`src/rtl/mem_arbiter.sv`:
```
// Byte-serial owner of the external RAM/IO port, shared between icache refills and LSB loads/stores.
// Handles arbitration, flush aborts and IO write-buffer back-pressure.
module mem_arbiter #(
   parameter int         ADDR_WIDTH  = 32,
   parameter int         INST_WIDTH  = 32,
   parameter int         INDEX_WIDTH = 4,
   parameter int         TAG_WIDTH   = 24,
   parameter logic [1:0] IO_PREFIX   = 2'b11
) (
   input  logic                   clk,
   input  logic                   rst_in,
   input  logic                   rdy_in,
   input  logic                   clear,
   input  logic [7:0]             mem_din,
   output logic [7:0]             mem_dout,
   output logic [ADDR_WIDTH-1:0]  mem_a,
   output logic                   mem_wr,
   input  logic                   io_buffer_full,
   input  logic                   upd_cache2mem_en,
   input  logic [ADDR_WIDTH-1:0]  cache2mem_PC,
   output logic                   update,
   output logic [INST_WIDTH-1:0]  mem2cache_inst,
   output logic [INDEX_WIDTH-1:0] mem2cache_idx,
   output logic [TAG_WIDTH-1:0]   mem2cache_tag,
   input  logic                   lsb_req,
   input  logic                   lsb_we,
   input  logic [1:0]             lsb_len,
   input  logic [ADDR_WIDTH-1:0]  lsb_addr,
   input  logic [31:0]            lsb_wdata,
   output logic                   lsb_done,
   output logic [31:0]            lsb_rdata
);

   // state  | meaning
   // IDLE   | waiting for a request; LSB wins over icache miss
   // IFETCH | reading 4 instruction bytes for an icache refill
   // LOAD   | reading 1/2/4 bytes for the LSB
   // STORE  | writing 1/2/4 bytes for the LSB, stalls on a full IO buffer
   // COOL   | one dead cycle so the requester can drop its level request
   typedef enum logic [2:0] {IDLE, IFETCH, LOAD, STORE, COOL} state_t;

   state_t                state, state_d;
   logic [ADDR_WIDTH-1:0] addr_q;
   logic [31:0]           data_q, data_d;
   logic [1:0]            cnt, last_q, next_cnt, req_last;
   logic                  wr_q, req_io, cur_io, stall, xfer_last, grant_lsb, grant_ic;

   always_comb begin
      state_d   = state;
      grant_lsb = 1'b0;
      grant_ic  = 1'b0;
      req_io    = (lsb_addr[17:16] == IO_PREFIX);
      cur_io    = (addr_q[17:16] == IO_PREFIX);
      stall     = (state == STORE) && cur_io && io_buffer_full;
      xfer_last = (cnt == last_q);
      next_cnt  = cnt + 2'd1;
      req_last  = (lsb_len == 2'd0) ? 2'd0 : (lsb_len == 2'd1) ? 2'd1 : 2'd3;
      data_d    = data_q;
      data_d[{cnt, 3'b000} +: 8] = mem_din;
      case (state)
         IDLE: begin
            if (!clear) begin
               if (lsb_req) begin
                  if (!(lsb_we && req_io && io_buffer_full)) begin
                     grant_lsb = 1'b1;
                     state_d   = lsb_we ? STORE : LOAD;
                  end
               end else if (upd_cache2mem_en) begin
                  grant_ic = 1'b1;
                  state_d  = IFETCH;
               end
            end
         end
         IFETCH, LOAD: begin
            if (clear)          state_d = IDLE;
            else if (xfer_last) state_d = COOL;
         end
         STORE:   if (!stall && xfer_last) state_d = COOL;
         COOL:    state_d = IDLE;
         default: state_d = IDLE;
      endcase
   end

   // The write strobe is gated combinationally so a freeze or a full IO buffer
   // takes effect in the very cycle it is seen.
   assign mem_wr = wr_q && rdy_in && !stall;

   always_ff @(posedge clk or negedge rst_in) begin
      if (!rst_in) begin
         state          <= IDLE;
         addr_q         <= '0;
         data_q         <= '0;
         cnt            <= '0;
         last_q         <= '0;
         wr_q           <= 1'b0;
         mem_a          <= '0;
         mem_dout       <= '0;
         update         <= 1'b0;
         mem2cache_inst <= '0;
         mem2cache_idx  <= '0;
         mem2cache_tag  <= '0;
         lsb_done       <= 1'b0;
         lsb_rdata      <= '0;
      end else if (rdy_in) begin
         state    <= state_d;
         update   <= 1'b0;
         lsb_done <= 1'b0;
         case (state)
            IDLE: begin
               if (grant_lsb) begin
                  addr_q   <= lsb_addr;
                  data_q   <= lsb_we ? lsb_wdata : 32'h0;
                  last_q   <= req_last;
                  cnt      <= 2'd0;
                  mem_a    <= lsb_addr;
                  wr_q     <= lsb_we;
                  mem_dout <= lsb_wdata[7:0];
               end else if (grant_ic) begin
                  addr_q <= cache2mem_PC;
                  data_q <= 32'h0;
                  last_q <= 2'd3;
                  cnt    <= 2'd0;
                  mem_a  <= cache2mem_PC;
                  wr_q   <= 1'b0;
               end
            end
            IFETCH, LOAD: begin
               if (!clear) begin
                  data_q <= data_d;
                  if (xfer_last) begin
                     if (state == IFETCH) begin
                        update         <= 1'b1;
                        mem2cache_inst <= data_d[INST_WIDTH-1:0];
                        mem2cache_idx  <= addr_q[4 +: INDEX_WIDTH];
                        mem2cache_tag  <= addr_q[ADDR_WIDTH-1 -: TAG_WIDTH];
                     end else begin
                        lsb_done  <= 1'b1;
                        lsb_rdata <= data_d;
                     end
                  end else begin
                     cnt   <= next_cnt;
                     mem_a <= addr_q + ADDR_WIDTH'(next_cnt);
                  end
               end
            end
            STORE: begin
               if (!stall) begin
                  if (xfer_last) begin
                     wr_q     <= 1'b0;
                     lsb_done <= 1'b1;
                  end else begin
                     cnt      <= next_cnt;
                     mem_a    <= addr_q + ADDR_WIDTH'(next_cnt);
                     mem_dout <= data_q[{next_cnt, 3'b000} +: 8];
                  end
               end
            end
            default: ;
         endcase
      end
   end

endmodule
```
`config.mk`:
```
export PLATFORM = sky130hd
export DESIGN_NAME = mem_arbiter
export DESIGN_NICKNAME = d
export VERILOG_FILES = /design/src/rtl/mem_arbiter.sv
export SDC_FILE = /design/constraint.sdc
export NUM_CORES = 1
export LEC_CHECK = 0
export ABC_AREA = 1
export BUFFER_PORTS_ARGS = -buffer_cell sky130_fd_sc_hd__buf_2
export CAP_MARGIN = 20
export CORE_AREA = 3 3 193 195
export CTS_BUF_LIST = sky130_fd_sc_hd__clkbuf_4
export DETAILED_ROUTE_END_ITERATION = 8
export DIE_AREA = 0 0 196 198
export SYNTH_ARGS = -nofsm -noshare
export SYNTH_HDL_FRONTEND = slang
export SYNTH_SLANG_ARGS = --single-unit
```
`constraint.sdc`:
```
create_clock -name clk -period 8.15 [get_ports clk]
set_input_delay 0.4075 -clock clk [delete_from_list [all_inputs] [get_ports clk]]
set_output_delay 0.4075 -clock clk [all_outputs]
set_load 0.05 [all_outputs]
```
After elaboration in Yosys (flattened, before gate mapping)
Index checks and enable logic that the tools add are counted.
{"block": "totals", "word_cells": 121, "ff_bits": 206}
{"block": "classes", "n_eq_ne": 18, "addsub": 3, "reduce_logical": 23, "bitwise_logic": 2, "mux": 58, "shifts": 3}
{"cell": "$mux W32", "count": 9}
{"cell": "$pmux W32 S3", "count": 1}
{"cell": "$pmux W32 S2", "count": 1}
{"cell": "$add A32 B2 Y32", "count": 1}
{"cell": "$bwmux W32", "count": 1}
{"cell": "$shift A8 B7 Y32 const A", "count": 1}
{"cell": "$shiftx A32 B6 Y8", "count": 1}
{"cell": "$shiftx A8 B7 Y32", "count": 1}
{"cell": "$reduce_and A5 Y1", "count": 5}
{"cell": "$mux W8", "count": 3}
{"cell": "$mux W1", "count": 22}
{"cell": "$mux W3", "count": 7}
{"cell": "$mux W2", "count": 9}
{"cell": "$pmux W8 S2", "count": 1}
{"cell": "$ne A2 B2 Y1 const B", "count": 6}
{"cell": "$ne A3 B3 Y1 const B", "count": 4}
{"cell": "$pmux W3 S3", "count": 1}
{"cell": "$logic_and A1 B1 Y1", "count": 7}
{"cell": "$neg A5 Y7", "count": 1}
{"cell": "$eq A3 B2 Y1 const B", "count": 2}
{"cell": "$pmux W2 S3", "count": 1}
{"cell": "$reduce_and A6 Y1", "count": 1}
{"cell": "$reduce_bool A2 Y1", "count": 3}
{"cell": "$eq A2 B2 Y1 const B", "count": 2}
{"cell": "other kinds (14)", "count": 16}

Logic depth before layout (Yosys ltp)
Gate-level depths: netlist of run 1.
{"block": "depth", "ltp_word": 9, "depth_mapped": 15, "depth_no_buf": 13}

Least setup slack after synthesis of run 1
No wires, ideal clock.
{"block": "synth_path", "path_kind": "register -> register", "from": "register cnt[0]", "to": "register mem_a[18]", "n_path_buf": 2, "required_ns": 8.032, "setup_slack_ns": 5.491, "stages_incl_launch_ff": 16, "synth_period_minus_slack_ns": 2.659, "setup_time_ns": 0.118, "t_arrival_ns": 2.541, "path_cell_list": "dfrtp_1 buf_2 clkinv_1 clkbuf_1 ha_1 fa_1 nand3_1 inv_1 nand2_1 nor2_1 nand2_1 nand2_1 nand3_1 nand2_1 nand2_1 nand2_1"}
{"block": "synth_between", "elab_chain_len": 5, "elab_cells_between_ends": 7}
{"item": "start, declared", "line_no": "45", "text": "logic [1:0] cnt, last_q, next_cnt, req_last;"}
{"item": "start signal, assigned", "line_no": "141", "text": "cnt <= next_cnt;"}
{"item": "start signal, assigned", "line_no": "152", "text": "cnt <= next_cnt;"}
{"item": "$add A2 B1 Y2", "line_no": "56", "text": "next_cnt = cnt + 2'd1;"}
{"item": "$add A32 B2 Y32", "line_no": "142, 153"}
{"item": "$mux W32 (*)", "line_no": "130, 148"}
{"item": "$mux W32 (on tied branches)", "line_no": "147, 128"}
{"item": "$pmux W32 S3 (*)", "line_no": "108", "text": "case (state)"}
{"item": "end signal, assigned", "line_no": "115", "text": "mem_a <= lsb_addr;"}
{"item": "end signal, assigned", "line_no": "142", "text": "mem_a <= addr_q + ADDR_WIDTH'(next_cnt);"}
{"item": "end signal, assigned", "line_no": "153", "text": "mem_a <= addr_q + ADDR_WIDTH'(next_cnt);"}
{"item": "end, declared", "line_no": "16", "text": "output logic [ADDR_WIDTH-1:0] mem_a,"}
Every way passes the cells marked *; elsewhere a longest branch is shown, timed or not. The select of a mux whose other input is x is not followed.
A chain may end at the register's enable or synchronous reset.

Worst setup path in the final report of run 1
{"block": "layout_path", "from": "register cnt[0]", "to": "register data_q[28]"}
{"block": "layout_between", "elab_chain_len": 5, "elab_cells_between_ends": 6}
{"item": "$neg A5 Y7 (*)", "line_no": "59", "text": "data_d[{cnt, 3'b000} +: 8] = mem_din;"}
{"item": "$shiftx A8 B7 Y32 or $shift A8 B7 Y32 (tied branches)", "line_no": "59"}
{"item": "$bwmux W32 (*)", "line_no": "59"}
{"item": "$mux W32 (*)", "line_no": "128", "text": "if (!clear) begin"}
{"item": "$pmux W32 S2 (*)", "line_no": "108"}
{"item": "end signal, assigned", "line_no": "112", "text": "data_q <= lsb_we ? lsb_wdata : 32'h0;"}
{"item": "end signal, assigned", "line_no": "129", "text": "data_q <= data_d;"}
{"item": "end, declared", "line_no": "44", "text": "logic [31:0] data_q, data_d;"}
Marks and branches as above.

==> results of run 1 <==
[worst min path at each step]
stage	start	endpoint	slack, ns	cells after the start
2_1_floorplan	rst_in	addr_q[0]	0.11	0
3_3_place_gp	mem2cache_tag[3]	mem2cache_tag[3]	0.46	2
3_5_place_dp	mem_a[6]	mem_a[6]	0.46	2
4_1_cts	cache2mem_PC[17]	addr_q[17]	0.00001	5
5_1_grt	lsb_wdata[5]	mem_dout[5]	0.03	3
6_report	lsb_wdata[5]	mem_dout[5]	0.06	3
[power groups by stage]
| stage | combinational, mW | sequential, mW | clock [mW] |
|---|---|---|---|
| after floorplan | 1.10 | 2.15 | 0 |
| after global placement | 2.35 | 1.63 | 0 |
| after detailed placement | 2.37 | 1.63 | 0 |
| after CTS | 2.47 | 1.62 | 0.954 |
| after global routing | 2.71 | 1.66 | 1.01 |
| final | 2.48 | 1.63 | 0.923 |
[layer usage]
layer	vias to the layer above	part of all wire, %	routed length (um)	track usage, %
li1	5405	-	-	-
met1	5179	45	18100	27.9
met2	416	45	18400	32.9
met3	61	7.6	3090	4.76
met4	2	2.4	977	6.23
met5	-	0.032	13	0
[placed cells by master, fill, tap and decap left out]
cell type	n
a21oi_1	13
a21oi_2	1
a21oi_4	2
a31oi_1	13
buf_16	3
buf_2	247
buf_4	10
clkbuf_4	84
clkbuf_8	1
clkinv_1	12
clkinv_2	3
dfrtp_1	206
diode_2	4
dlygate4sd3_1	89
fa_1	1
ha_1	7
inv_1	127
inv_2	6
nand2_1	572
nand2_2	2
nand2_4	1
nand3_1	98
nand3_2	4
nand3b_1	3
nand4_1	8
nor2_1	97
nor2_2	3
nor2_4	1
nor3_1	3
o211ai_1	9
o21a_1	1
o21ai_0	181
o21ai_1	2
o22ai_1	32
xnor2_1	1
xor2_1	1
[final cells by class]
class | instances | area (um2) | area share (%)
clock inverters | 14 | 56.3 | 0.405
diodes | 4 | 10.0 | 0.0719
multi-input cells | 1056 | 4690 | 33.7
well taps | 461 | 577 | 4.14
repair buffers | 350 | 2300 | 16.5
clock buffers | 84 | 631 | 4.53
flip-flops and latches | 206 | 5150 | 37.0
inverters | 134 | 503 | 3.61
[worst max-delay path: stages, from the launching register on]
cell      delay (ns)
dfrtp_1         0.81
clkinv_1        0.83
ha_1            0.75
clkinv_1        0.42
nand3_1         0.52
o22ai_1         0.16
inv_1           0.12
o21ai_0         0.08
nand2_1         0.08
o21ai_0         0.08
[logic make-up (layout without fill, tap and decap cells)]
| logic type | after synthesis | in the layout | synth area share (%) |
|---|---|---|---|
| other | 0 | 4 | 0 |
| XOR/XNOR | 2 | 2 | 0.164 |
| flip-flops | 206 | 206 | 48.3 |
| buffers and inverters | 201 | 582 | 7.86 |
| AND/OR/NAND/NOR | 792 | 792 | 29.7 |
| adder cells (fa/ha/maj) | 8 | 8 | 1.01 |
| AO/OA/AOI/OAI | 254 | 254 | 12.9 |
[registers in the layout, indices dropped and copies added (netlist names)]
signal	cells
wr_q	1
data_q	32
mem2cache_tag	24
mem_a	32
update	1
last_q	2
state	3
addr_q	32
mem_dout	8
cnt	2
lsb_rdata	32
mem2cache_idx	4
lsb_done	1
mem2cache_inst	32
[repair_timing]
item	4_1_cts	5_1_grt
gates resized for setup	0	0
setup endpoints to repair	0	0
hold buffers	89	0
endpoints found under the hold margin	153	0
==> results_dict.tcl, run 1 <==
set metrics [dict create \
    power.internal_mw 2.48 \
    reg2reg_slack_ns 4.13 \
    hp-class "input pin to register" \
    grt_max_degree 115 \
    dp_hpwl_um 29600 \
    critPathCaptureType "register" \
    p_leak_nw 7.14 \
    crit_end "data_q[28]" \
    p_total_mw 5.03 \
    tightest_slew_ns 0.914 \
    hold_slack_ns 0.0583 \
    grt_usage_pct 20.6 \
    yosysSeqAreaShare_pct 48.3 \
    place_inst 2116 \
    yosys_warnings 0 \
    r2r-end "data_q[28]" \
    arrival_ns 4.61 \
    dpl-instance-area_um2 12300 \
    vias 11100 \
    finalMaxSlewViolations 0 \
    dr.pass1.iters 5 \
    fin_ws_ns 4.13 \
    p_comb_share_pct 49.3 \
    crit_type "register to register" \
    power_density_nw_per_um2 362 \
    critPathLaunch "cnt[0]" \
    clock-root-buffer "clkbuf_4" \
    netlist_area_um2 10700 \
    wl_per_cell_um 17.6 \
    synthArstFlopShare_pct 100 \
    clk_pin_slew_ns 0.06 \
    relSlewSlack_pct 39.1 \
    cts.sinks 206 \
    critical_path.max_fanout 31 \
    clock_latency_ns 0.76 \
    rsz0062_at_grt "no" \
    max_freq_mhz 249 \
    syn_nets 1585 \
    fin_area_um2 13900 \
    drt-initial-drc-count 705 \
    postCtsSetupRepairBufs 0 \
    cp-start-kind "register" \
    rows 69 \
    dieHeight_um 198 \
    min_period_over_period_pct 49.4 \
    pwr-share-clk_pct 18.3 \
    grt-ovfl-total 0 \
    drive_above_1_share_pct 20.0 \
    synth.most_common_cell "nand2_1" \
    grt_pass1_vias 10900 \
    area_growth_pct 30.5 \
    cts.htree.levels 2 \
    fin_crit_ns 4.02 \
    required_ns 8.74 \
    ant_nets 0 \
    place.gp.congestion 0.877 \
    final_core_util_pct 39.1 \
    io_pins 249 \
    ys_top_cells_by_area "dfrtp_1, nand2_1, o21ai_0, nand3_1, inv_1" \
    synth_largest_type_area_fraction_pct 48.3 \
    die-area_um2 38800 \
    finalHoldViolCount 0 \
    r2r-start "cnt[0]" \
    fill_cells 3745 \
    nets 1927 \
    p_switching_mw 2.56 \
    viasPerCell 4.79 \
    coreArea_um2 35600 \
    reg2regPathDepth 9 \
    ys_ff_latch 206 \
    wl_um 40500 \
    synth_edf_count 0 \
    ir_worst_vdd_mv 0.183 \
    port_buffers 248 \
    synth_common_cells "nand2_1, dfrtp_1, o21ai_0, inv_1, nand3_1" \
    final_cell_count_no_fill 2309 \
    seqPwrFrac_pct 32.3 \
    ys_types 32 \
    numCtsBuffers 57 \
    clk_path_buf_depth 3 \
    grt_pass1_wl_um 62400 \
    dp_slack_ns 4.21 \
    synth.avg_cell_area_um2 7.29 \
    timing.max_cap.violations 0 \
    cts_tree "built" \
    finalSetupViolations 0 \
    syn_inst 1463 \
    status "completed" \
    antenna_found_initial 5 \
    swShare_pct 50.8 \
    yosysTopAreaCell "dfrtp_1" \
    start_util_pct 30.0 \
    remaining_drc_errors 0 \
    fin_tns_setup_ns 0 \
    synth_flop_cell "dfrtp_1" \
    die_x_um 196 \
    fin_skew_ns 0.0451 \
]
No activity file was read; power rests on OpenSTA's default activity.
==> run 2, diff against run 1 <==
- ABC_AREA: 1 -> 0
- CORE_AREA: 3 3 193 195 -> 3 3 186 188
- DIE_AREA: 0 0 196 198 -> 0 0 189 191
- clock period: 8.15 -> 3.8 ns (I/O delays scaled with it)
==> results_dict.tcl, run 2 <==
set metrics [dict create \
    status "completed" \
    viasPerCell 4.74 \
    final_core_util_pct 40.7 \
    place_inst 1625 \
    port_buffers 248 \
    ir_worst_vdd_mv 0.563 \
    drive_above_1_share_pct 30.4 \
    p_leak_nw 6.65 \
    relSlewSlack_pct 35.1 \
    synth_edf_count 0 \
    timing.max_cap.violations 0 \
    p_switching_mw 4.73 \
    power_density_nw_per_um2 757 \
    grt-ovfl-total 0 \
    yosysTopAreaCell "dfrtp_1" \
    die_x_um 189 \
    final_cell_count_no_fill 1850 \
    drt-initial-drc-count 457 \
    synth_flop_cell "dfrtp_1" \
    synth.avg_cell_area_um2 10.2 \
    rsz0062_at_grt "no" \
    grt_pass1_vias 8887 \
    critical_path.max_fanout 34 \
    fin_crit_ns 3.09 \
    grt_usage_pct 17.5 \
    dp_hpwl_um 22300 \
    die-area_um2 36100 \
    grt_pass1_wl_um 50100 \
    clock-root-buffer "clkbuf_4" \
    ys_ff_latch 206 \
    cts_resized 0 \
    clk_pin_slew_ns 0.07 \
    remaining_drc_errors 0 \
    grt_max_degree 133 \
    dpl-instance-area_um2 11600 \
    tightest_slew_ns 0.970 \
    synth.most_common_cell "dfrtp_1" \
    ys_types 58 \
    critPathCaptureType "register" \
    finalSetupViolations 0 \
    finalHoldViolCount 0 \
    yosysSeqAreaShare_pct 52.0 \
    fin_tns_setup_ns 0 \
    p_total_mw 10.2 \
    start_util_pct 29.8 \
    p_comb_share_pct 46.0 \
    dieHeight_um 191 \
    yosys_warnings 0 \
    seqPwrFrac_pct 34.2 \
    synth_largest_type_area_fraction_pct 52.0 \
    cts_tree "built" \
    antenna_found_initial 2 \
    hp-class "input pin to register" \
    arrival_ns 3.66 \
    power.internal_mw 5.51 \
    swShare_pct 46.2 \
    min_period_over_period_pct 81.2 \
    area_growth_pct 36.5 \
    max_freq_mhz 324 \
    clock_latency_ns 0.67 \
    io_pins 249 \
    cts.sinks 206 \
    vias 8768 \
    required_ns 4.38 \
    wl_um 32100 \
    cts.htree.levels 2 \
    fin_skew_ns 0.0334 \
    mostFrequentLayoutCells "buf_2, dfrtp_1, nand2_1" \
    coreArea_um2 33300 \
    pwr-share-clk_pct 19.8 \
    final_common_cell "buf_2" \
    ys_top_cells_by_area "dfrtp_1, o21ai_0, mux2_2, nand2_1, a21oi_1" \
    fill_cells 3305 \
    fin_area_um2 13500 \
    synth_common_cells "dfrtp_1, nand2_1, o21ai_0, a21oi_1, nor2_1" \
    place.gp.congestion 0.837 \
    wl_per_cell_um 17.4 \
    numCtsBuffers 58 \
    dr.pass1.iters 5 \
    nets 1476 \
    synthArstFlopShare_pct 100 \
    crit_type "register to register" \
    rows 67 \
    ant_nets 0 \
    syn_nets 1098 \
    finalMaxSlewViolations 0 \
    clk_path_buf_depth 3 \
    syn_inst 976 \
    netlist_area_um2 9920 \
    cp-start-kind "register" \
]
==> run 2: cell count changes after synthesis, sizes merged, moves of 18 or more <==
cell,change
xnor2,+24
nor2b,+37
inv,-120
mux2,+53
nor2,-37
mux2i,+33
o21ai,-56
nand2,-437
a21oi,+59
clkbuf,+19
nand3,-87
buf,-23
o22ai,-32
a21o,+18
==> run 2: per-layer routing <==
layer	GRT usage, %	part of all wire [%]	vias to the layer above
met1	23.6	45	4167
met3	4.16	7.4	53
met5	0	0	-
li1	-	-	4229
met4	4.64	1.9	0
met2	28.2	46	319
==> run 2: worst max-delay path, cell delays in order (launching register included) <==
cell and delay [ns]:
dfrtp_1 0.48, or3_4 0.39, nand3b_4 0.59, nor2_2 0.25
buf_4 0.41, a21oi_1 0.13, dlygate4sd3_1 0.58, o21ai_0 0.15
==> run 2: repair_timing <==
action | CTS | global route
buffers inserted | 0 | 0
endpoints found under the setup margin | 0 | 0
hold endpoints to repair | 286 | 21
hold buffers | 115 | 1
==> run 2: cells by family after synthesis <==
| family | count (synthesis) | share of synthesized area [%] |
|---|---|---|
| fa+ha+maj | 8 | 1.09 |
| simple gates | 308 | 15.0 |
| buf+inv | 75 | 3.28 |
| compound gates | 255 | 14.8 |
| flops | 206 | 52.0 |
| mux | 94 | 11.2 |
| xor+xnor | 30 | 2.65 |
==> run 2: power by group through the flow <==
stage	combinational [mW]	clock, mW	sequential [mW]
final	4.71	2.03	3.50
after floorplan	2.05	0	4.72
after CTS	4.75	2.10	3.50
after global placement	4.51	0	3.53
after detailed placement	4.58	0	3.53
after global routing	5.07	2.23	3.60
==> run 2: worst paths after layout <==
| path | start | to | slack, ns | cells after the start |
|---|---|---|---|---|
| worst max-delay path | state[2] | data_q[5] | 0.71 | 7 |
| worst min-delay path | cache2mem_PC[8] | mem_a[8] | 0.05 | 4 |
| worst max register to register | state[2] | data_q[5] | 0.71 | 7 |
| worst min register to register | lsb_rdata[10] | lsb_rdata[10] | 0.47 | 2 |
| max in group asynchronous | rst_in | mem_a[25] | 2.45 | 4 |
| min in group asynchronous | rst_in | mem2cache_inst[27] | 0.51 | 3 |
==> run 2: final cells by class <==
class / instances / area [um2] / share of cell area [%]
well taps: 448 / 561 / 4.14
diodes: 2 / 5.00 / 0.0370
clock inverters: 23 / 116 / 0.859
multi-input cells: 695 / 4460 / 33.0
clock buffers: 83 / 623 / 4.60
flip-flops and latches: 206 / 5150 / 38.1
repair buffers: 381 / 2570 / 19.0
inverters: 12 / 45.0 / 0.333
==> run 2: through the flow <==
stage	setup WS, ns	hold slack [ns]
CTS	0.733	0.0110
global placement	1.01	0.403
finish	0.714	0.0501
global route	0.506	0.0626
detailed placement	0.860	0.411
floorplan	1.05	-0.106
==> run 3, diff against run 2 <==
- clock period: 3.8 -> 2.7 ns (I/O delays scaled with it)
==> results_dict.tcl, run 3 (same netlist as run 2, synthesis figures left out) <==
set metrics [dict create \
    crit_buf_inv 2 \
    start_util_pct 29.8 \
    seqPwrFrac_pct 34.0 \
    max_stage_delay_ns 0.56 \
    die-area_um2 36100 \
    relSlewSlack_pct 50.5 \
    fin_area_um2 13800 \
    grt_max_degree 77 \
    power_density_nw_per_um2 1060 \
    p_comb_share_pct 46.8 \
    cts.htree.levels 2 \
    cp.depth 6 \
    nets 1501 \
    place.gp.congestion 0.834 \
    critPathCaptureType "register" \
    dieHeight_um 191 \
    wl_um 32800 \
    clock-root-buffer "clkbuf_4" \
    grt-ovfl-total 0 \
    viasPerCell 4.75 \
    cts_tree "built" \
    dr.pass1.iters 5 \
    min_period_over_period_pct 96.7 \
    grt_pass1_vias 9221 \
    timing.max_cap.violations 0 \
    grt_usage_pct 18.0 \
    hp-class "input pin to async pin" \
    crit_path_cell_trace "or3_4, nand3b_4, buf_12, or3b_1, o22a_1, dlygate4sd3_1" \
    remaining_drc_errors 0 \
    ir_worst_vdd_mv 0.662 \
    dp_slack_ns 0.0208 \
    rsz0062_at_grt "no" \
    grt_pass1_wl_um 51500 \
    final_cell_count_no_fill 1871 \
    place_inst 1637 \
    drt-initial-drc-count 394 \
    clock_latency_ns 0.68 \
    p_switching_mw 6.69 \
    ant_nets 0 \
    coreArea_um2 33300 \
    fin_crit_ns 2.61 \
    vias 8879 \
    rows 67 \
    drive_above_1_share_pct 31.4 \
    path_delay_family "simple AND/OR/NAND/NOR gates" \
    required_ns 3.25 \
    area_growth_pct 39.1 \
    critical_path.max_fanout 7 \
    finalHoldViolCount 0 \
    cts.sinks 206 \
    cp_slowest_cell "dlygate4sd3_1" \
    swShare_pct 45.9 \
    p_leak_nw 6.82 \
    finalMaxSlewViolations 0 \
    crit_type "register to register" \
    numCtsBuffers 58 \
    dpl-instance-area_um2 11700 \
    antenna_found_initial 1 \
    port_buffers 248 \
    fin_ws_ns 0.0883 \
    io_pins 249 \
    arrival_ns 3.16 \
    finalSetupViolations 0 \
    fin_skew_ns 0.0536 \
    pwr-share-clk_pct 19.3 \
    status "completed" \
    final_common_cell "buf_2" \
    clk_pin_slew_ns 0.07 \
    p_total_mw 14.6 \
    cp-start-kind "register" \
    max_freq_mhz 383 \
    tightest_slew_ns 0.742 \
    reg2regPathDepth 6 \
    die_x_um 189 \
    dp_hpwl_um 22600 \
    mostFrequentLayoutCells "buf_2, dfrtp_1, nand2_1" \
    wl_per_cell_um 17.5 \
    clk_path_buf_depth 3 \
    power.internal_mw 7.87 \
]
-- run 3: path summary, 6_finish.rpt --
check,from,end,slack [ns]
min in group clk,cache2mem_PC[9],mem_a[9],0.06
max in group asynchronous,rst_in,mem2cache_tag[4],1.77
min,rst_in,lsb_rdata[28],0.04
min reg2reg,mem2cache_inst[30],mem2cache_inst[30],0.47
max,state[1],last_q[0],0.09
max reg2reg,state[1],last_q[0],0.09
-- run 3: cell type report --
cell class | count | area, um2
diodes | 1 | 2.50
clock buffers | 88 | 661
clock inverters | 15 | 58.8
fillers | 3297 | 19500
inverters | 12 | 45.0
multi-input cells | 695 | 4490
flip-flops and latches | 206 | 5150
well taps | 448 | 561
repair buffers | 406 | 2820
-- run 3: stage by stage --
step                utilization (%)  setup TNS, ns  hold WS (ns)
finish                         41.4              0        0.0404
global route                   41.4              0        0.0659
CTS                            41.1              0       0.00110
detailed placement             35.3              0         0.231
global placement               35.3              0         0.224
floorplan                         -        -0.0168        -0.161
-- run 3: worst reg2reg max path, delay by kind of cell (launching register included) --
kind	cells	cell delay (ns)
flip-flops	1	0.45
buffers and inverters	2	0.76
AND/OR/NAND/NOR	3	1.10
AO/OA/AOI/OAI	1	0.19
-- run 3: metal layers --
| metal | vias to the layer above | GRT usage (%) | routed length [um] |
|---|---|---|---|
| li1 | 4265 | - | - |
| met4 | 0 | 4.90 | 573 |
| met3 | 47 | 4.64 | 2540 |
| met2 | 334 | 29.5 | 15200 |
| met1 | 4233 | 23.6 | 14400 |
| met5 | - | 0 | 0 |
-- run 3: power groups by stage --
stage / combinational [mW] / clock (mW) / sequential (mW)
finish: 6.81 / 2.80 / 4.94
global route: 7.34 / 3.08 / 5.09
CTS: 6.78 / 2.91 / 4.94
detailed placement: 6.50 / 0 / 4.97
global placement: 6.40 / 0 / 4.97
floorplan: 2.88 / 0 / 6.64
-- run 3: timing repair --
item / CTS / global route
hold buffers: 122 / 0
hold endpoints to repair: 259 / 0
setup endpoints to repair: 0 / 19
buffers inserted: 0 / 8
resized for setup: 0 / 4
